`config.mk`:
```
export PLATFORM = sky130hd
export DESIGN_NAME = scoreboard_multi
export DESIGN_NICKNAME = d
export VERILOG_FILES = /design/src/rtl/scoreboard_multi.sv
export SDC_FILE = /design/constraint.sdc
export NUM_CORES = 1
export LEC_CHECK = 0
export CORE_MARGIN = 2
export CORE_UTILIZATION = 35
export CTS_CLUSTER_DIAMETER = 30
export DETAILED_ROUTE_END_ITERATION = 12
export GPL_TIMING_DRIVEN = 0
export PLACE_DENSITY = 0.64
export SLEW_MARGIN = 20
export SYNTH_ARGS = -nofsm -noshare
export SYNTH_HDL_FRONTEND = slang
export SYNTH_SLANG_ARGS = --single-unit
export TNS_END_PERCENT = 5
```
`constraint.sdc`:
```
create_clock -name clk_i -period 2.94 [get_ports clk_i]
set_input_delay 0.588 -clock clk_i [delete_from_list [all_inputs] [get_ports clk_i]]
set_output_delay 0.588 -clock clk_i [all_outputs]
set_load 0.01 [all_outputs]
```
`src/rtl/scoreboard_multi.sv`:
```
// Multi-player pushbutton scoreboard: per-channel sync/debounce, short/long press
// classification, saturating or wrapping score counters, win detection and 7-segment digits.
module scoreboard_multi #(
  parameter int NUM_PLAYERS   = 2,
  parameter int BW            = 7,
  parameter int MAX_SCORE     = 99,
  parameter int DEBOUNCE_MS   = 20,
  parameter int LONG_PRESS_MS = 1000,
  parameter int WRAP          = 0,
  parameter int WIN_SCORE     = 0
) (
  input  logic                      clk_i,
  input  logic                      rst_n_i,
  input  logic [NUM_PLAYERS-1:0]    btn_i,
  input  logic                      clr_i,
  output logic [NUM_PLAYERS*BW-1:0] score_o,
  output logic [NUM_PLAYERS*14-1:0] seg_o,
  output logic [NUM_PLAYERS-1:0]    winner_o,
  output logic                      game_over_o
);

  localparam int DW = $clog2(DEBOUNCE_MS + 1);
  localparam int HW = $clog2(LONG_PRESS_MS + 1);

  typedef enum logic [1:0] {IDLE, HELD, WAIT_REL} state_e;

  function automatic logic [6:0] seg7(input logic [3:0] d);
    case (d)
      4'd0:    seg7 = 7'h3F;
      4'd1:    seg7 = 7'h06;
      4'd2:    seg7 = 7'h5B;
      4'd3:    seg7 = 7'h4F;
      4'd4:    seg7 = 7'h66;
      4'd5:    seg7 = 7'h6D;
      4'd6:    seg7 = 7'h7D;
      4'd7:    seg7 = 7'h07;
      4'd8:    seg7 = 7'h7F;
      4'd9:    seg7 = 7'h6F;
      default: seg7 = 7'h00;
    endcase
  endfunction

  assign game_over_o = |winner_o;

  for (genvar p = 0; p < NUM_PLAYERS; p++) begin : g_ch
    logic          sync1_q, sync1_d, sync2_q, sync2_d;
    logic          db_q, db_d;
    logic [DW-1:0] db_cnt_q, db_cnt_d;
    state_e        state_q, state_d;
    logic [HW-1:0] hold_q, hold_d;
    logic          up_pulse, down_pulse;
    logic [BW-1:0] score_q, score_d;
    logic          win_q, win_d;
    logic [3:0]    tens, ones;
    logic [13:0]   seg_q, seg_d;

    // The debounce counter only advances while the synchronised level disagrees with the accepted one.
    always_comb begin
      sync1_d  = btn_i[p];
      sync2_d  = sync1_q;
      db_d     = db_q;
      db_cnt_d = '0;
      if (sync2_q != db_q) begin
        if (db_cnt_q == DW'(DEBOUNCE_MS - 1)) db_d = ~db_q;
        else                                  db_cnt_d = db_cnt_q + DW'(1);
      end
    end

    always_comb begin
      state_d    = state_q;
      hold_d     = hold_q;
      up_pulse   = 1'b0;
      down_pulse = 1'b0;
      case (state_q)
        IDLE: begin
          if (db_q) begin
            state_d = HELD;
            hold_d  = '0;
          end
        end
        HELD: begin
          if (!db_q) begin
            up_pulse = 1'b1;
            state_d  = IDLE;
          end else if (hold_q == HW'(LONG_PRESS_MS - 1)) begin
            down_pulse = 1'b1;
            state_d    = WAIT_REL;
          end else begin
            hold_d = hold_q + HW'(1);
          end
        end
        WAIT_REL: begin
          if (!db_q) state_d = IDLE;
        end
        default: state_d = IDLE;
      endcase
    end

    // Winner only latches on an up-step that actually lands on the win score.
    always_comb begin
      score_d = score_q;
      win_d   = win_q;
      if (clr_i) begin
        score_d = '0;
        win_d   = 1'b0;
      end else if (!game_over_o) begin
        if (up_pulse) begin
          if (score_q == BW'(MAX_SCORE)) score_d = (WRAP != 0) ? '0 : score_q;
          else                           score_d = score_q + BW'(1);
          if (WIN_SCORE != 0 && score_d != score_q && score_d == BW'(WIN_SCORE)) win_d = 1'b1;
        end else if (down_pulse) begin
          if (score_q == '0) score_d = (WRAP != 0) ? BW'(MAX_SCORE) : score_q;
          else               score_d = score_q - BW'(1);
        end
      end
    end

    always_comb begin
      tens = 4'd0;
      ones = 4'(score_q);
      for (int t = 9; t >= 1; t--) begin
        if (tens == 4'd0 && score_q >= BW'(10 * t)) begin
          tens = 4'(t);
          ones = 4'(score_q - BW'(10 * t));
        end
      end
      seg_d = {seg7(tens), seg7(ones)};
    end

    always_ff @(posedge clk_i or negedge rst_n_i) begin
      if (!rst_n_i) begin
        sync1_q  <= 1'b0;
        sync2_q  <= 1'b0;
        db_q     <= 1'b0;
        db_cnt_q <= '0;
        state_q  <= IDLE;
        hold_q   <= '0;
        score_q  <= '0;
        win_q    <= 1'b0;
        seg_q    <= {7'h3F, 7'h3F};
      end else begin
        sync1_q  <= sync1_d;
        sync2_q  <= sync2_d;
        db_q     <= db_d;
        db_cnt_q <= db_cnt_d;
        state_q  <= state_d;
        hold_q   <= hold_d;
        score_q  <= score_d;
        win_q    <= win_d;
        seg_q    <= seg_d;
      end
    end

    assign score_o[p*BW +: BW] = score_q;
    assign seg_o[p*14 +: 14]   = seg_q;
    assign winner_o[p]         = win_q;
  end

endmodule
```
==> impl_metrics.toml <==
[finish]
num-fill-cells = 1537
areaGrowthSynthToFinish_pct = 22.8
seqCellArea_sq_um = 2090
diodes = 0
final_util = 0.439
final_cell_mix = "nor2_1 (72), dfrtp_1 (52), clkdlybuf4s50_1 (45)"
nets = 706
layout-drive-gt1-share = 0.236
multi_input_area_sq_um = 3380
layout.cells.most_common = "nor2_1"
fin_area_sq_um = 6970
instances_no_fill = 874

[worst_hold_path]
min_path_type = "input port to asynchronous set/reset pin"

[placed_design]
portBuffers = 46
post_dp_cell_area_sq_um = 6460
place_inst = 842
routabilityCongestion = 0.915
dpl.hpwl_mm = 9.53

[global_route]
grt_use_total = 0.158
grt_util_met3 = 0.0216
use_met1 = 0.213
grt_busiest_layer = "met2"
grt_pass1_vias = 4488
grt_pass1_wl_mm = 22.6
use_met2 = 0.263
grt_start_max_net_pins = 60
antenna_found_initial = 0
gr-total-overflow = 0

[floorplan]
ioPinCount = 50
rows = 46
fp.coreArea_sq_um = 15900
dieArea_sq_um = 17200
die_y_microns = 131
start_util = 0.357
die_w_microns = 131

[yosys]
synth_edf_count = 0
ys_seq_area_frac = 0.367
yosys.area.top_type = "dfrtp_1"
netlist.area_leader.share = 0.256
synth.avg_cell_area_sq_um = 9.83
yosys-top-cells-area = "dfrtp_1 (26%), dfstp_2 (11%), ha_1 (10%)"
ys_ff_latch = 82
synth_cell_types = 88
netlist_area_sq_um = 5670
ys.warnings.count = 0
syn_inst = 577
async_reset_ff_frac = 1.00
synth-main-ff-cell = "dfrtp_1"

[sta]
hold_viol = 0
setup_violations = 0
layout_min_cycle_time_ns = 2.87
tightest_slew_ns = 0.644
drv_slew = 0
fin_skew_ns = 0.00970
relSlewSlack = 0.565
min_period_over_period = 0.978
final.setup.tns_ns = 0
rsz0062_at_grt = "yes"
max_freq_mhz = 348

[worst_setup_path]
cp_max_fo = 9
crit_arrival_ns = 3.15
crit_path_end_kind = "flop"
startpoint_type = "flop"
cp.required_ns = 3.21
r2r_cells = 14
critical_path_class = "flop to flop"

[clock_tree]
clkLatencyLatePin_ns = 0.35
cts_buffers = 9
cts_tree = "done"
clkTransAtPathRegs_ns = 0.06
postCtsHoldBufs = 0
clockBufferDepth = 2
cts-htree-levels = 3
clock_sinks = 82
cts-root-buf = "clkbuf_16"

[outcome]
status = "complete, no violations"

[detailed_routing]
wl_mm = 13.3
ant_nets = 0
via_per_inst = 5.16
first_pass_iters = 7
drc_errors = 0
wire_per_inst_microns = 15.2
drt_iter0_markers = 409
vias = 4508

[run]
drv_cap = 0

[power]
power_density_nw_per_um2 = 328
leakagePower_nw = 3.11
vdd_drop_max_mv = 0.280
p_total_mw = 2.29
[final timing paths]
path	from	endpoint	slack (ns)
worst max-delay path	g_ch[0].score_q[2]	g_ch[0].seg_q[3]	0.07
min in group clk_i	g_ch[1].sync1_q	g_ch[1].sync2_q	0.37
worst min register to register	g_ch[1].sync1_q	g_ch[1].sync2_q	0.37
worst max register to register	g_ch[0].score_q[2]	g_ch[0].seg_q[3]	0.07
max in group asynchronous	rst_n_i	g_ch[1].seg_q[3]	2.14
worst min-delay path	rst_n_i	g_ch[0].seg_q[6]	0.16
[logic make-up (layout without fill, tap and decap cells)]
logic type,after synthesis,in the layout,synth area share
DFF,82,82,0.367
adders and majority gates,48,48,0.108
muxes,31,31,0.0573
AOI/OAI and AO/OA,108,108,0.145
buffers and inverters,57,136,0.0576
and+or+nand+nor,214,214,0.206
xor gates and xnor gates,36,36,0.0589
other,1,3,0.000661
[power breakdown]
part           internal (mW)  switching, mW  leakage [nW]  total (mW)
logic                 0.0188         0.0372          1.95      0.0560
clock network          0.581          0.504         0.126        1.08
registers               1.14        0.00669          1.04        1.15
[cell usage after synthesis (7+ instances only)]
library cell  count
nand2_1          35
mux2_2           12
buf_6             7
nand2b_1         15
o21ai_0          21
a31oi_1           7
nor3_1            8
xnor2_1          17
nand3_1          13
ha_1             46
a21oi_1          24
inv_1            33
dfrtp_1          58
dfstp_2          24
xor2_1           18
nor2_1           72
or3_1             8
mux2i_1          19
nand4_1           9
[metal layers]
metal  up-vias  wire length, microns
met1      2216                  6110
met4         0                   193
met3        19                   547
met5         -                     0
met2       111                  6470
li1       2162                     -
[state kept, by name (all words and copies together) (netlist names)]
| name | flops |
|---|---|
| g_ch.hold_q | 20 |
| g_ch.sync1_q | 2 |
| g_ch.db_cnt_q | 10 |
| g_ch.state_q | 4 |
| g_ch.score_q | 14 |
| g_ch.seg_q | 28 |
| g_ch.sync2_q | 2 |
| g_ch.db_q | 2 |
[worst max-delay path, cell delays in order, from the launching register on]
cell and delay (ns):
dfrtp_2 0.37, buf_6 0.14, inv_4 0.06, ha_1 0.16, nor2b_2 0.16, o211a_1 0.26, o21ai_2 0.15, nand2_1 0.08
or4_4 0.42, buf_6 0.15, xnor2_4 0.16, inv_2 0.08, ha_4 0.28, mux2i_1 0.06, mux2_2 0.25
[what timing repair did]
item,CTS,global route
buffers inserted,12,4
pin swaps,5,5
resized for setup,13,17
setup endpoints to repair,20,16
[area by class of cell]
class	count	area share
Clock buffer	10	0.0329
Multi-Input combinational cell	440	0.485
Timing Repair Buffer	63	0.0875
Sequential cell	82	0.300
Buffer	23	0.0293
Clock inverter	6	0.00700
Tap cell	216	0.0388
Inverter	34	0.0198
[metrics by stage]
step                hold WS (ns)  worst slack (ns)
finish                     0.156            0.0651
floorplan                  0.292            0.0444
global route               0.173           -0.0982
global placement           0.340             -1.94
detailed placement         0.338            -0.578
CTS                        0.165           -0.0418
(Power assumes the default switching activity.)
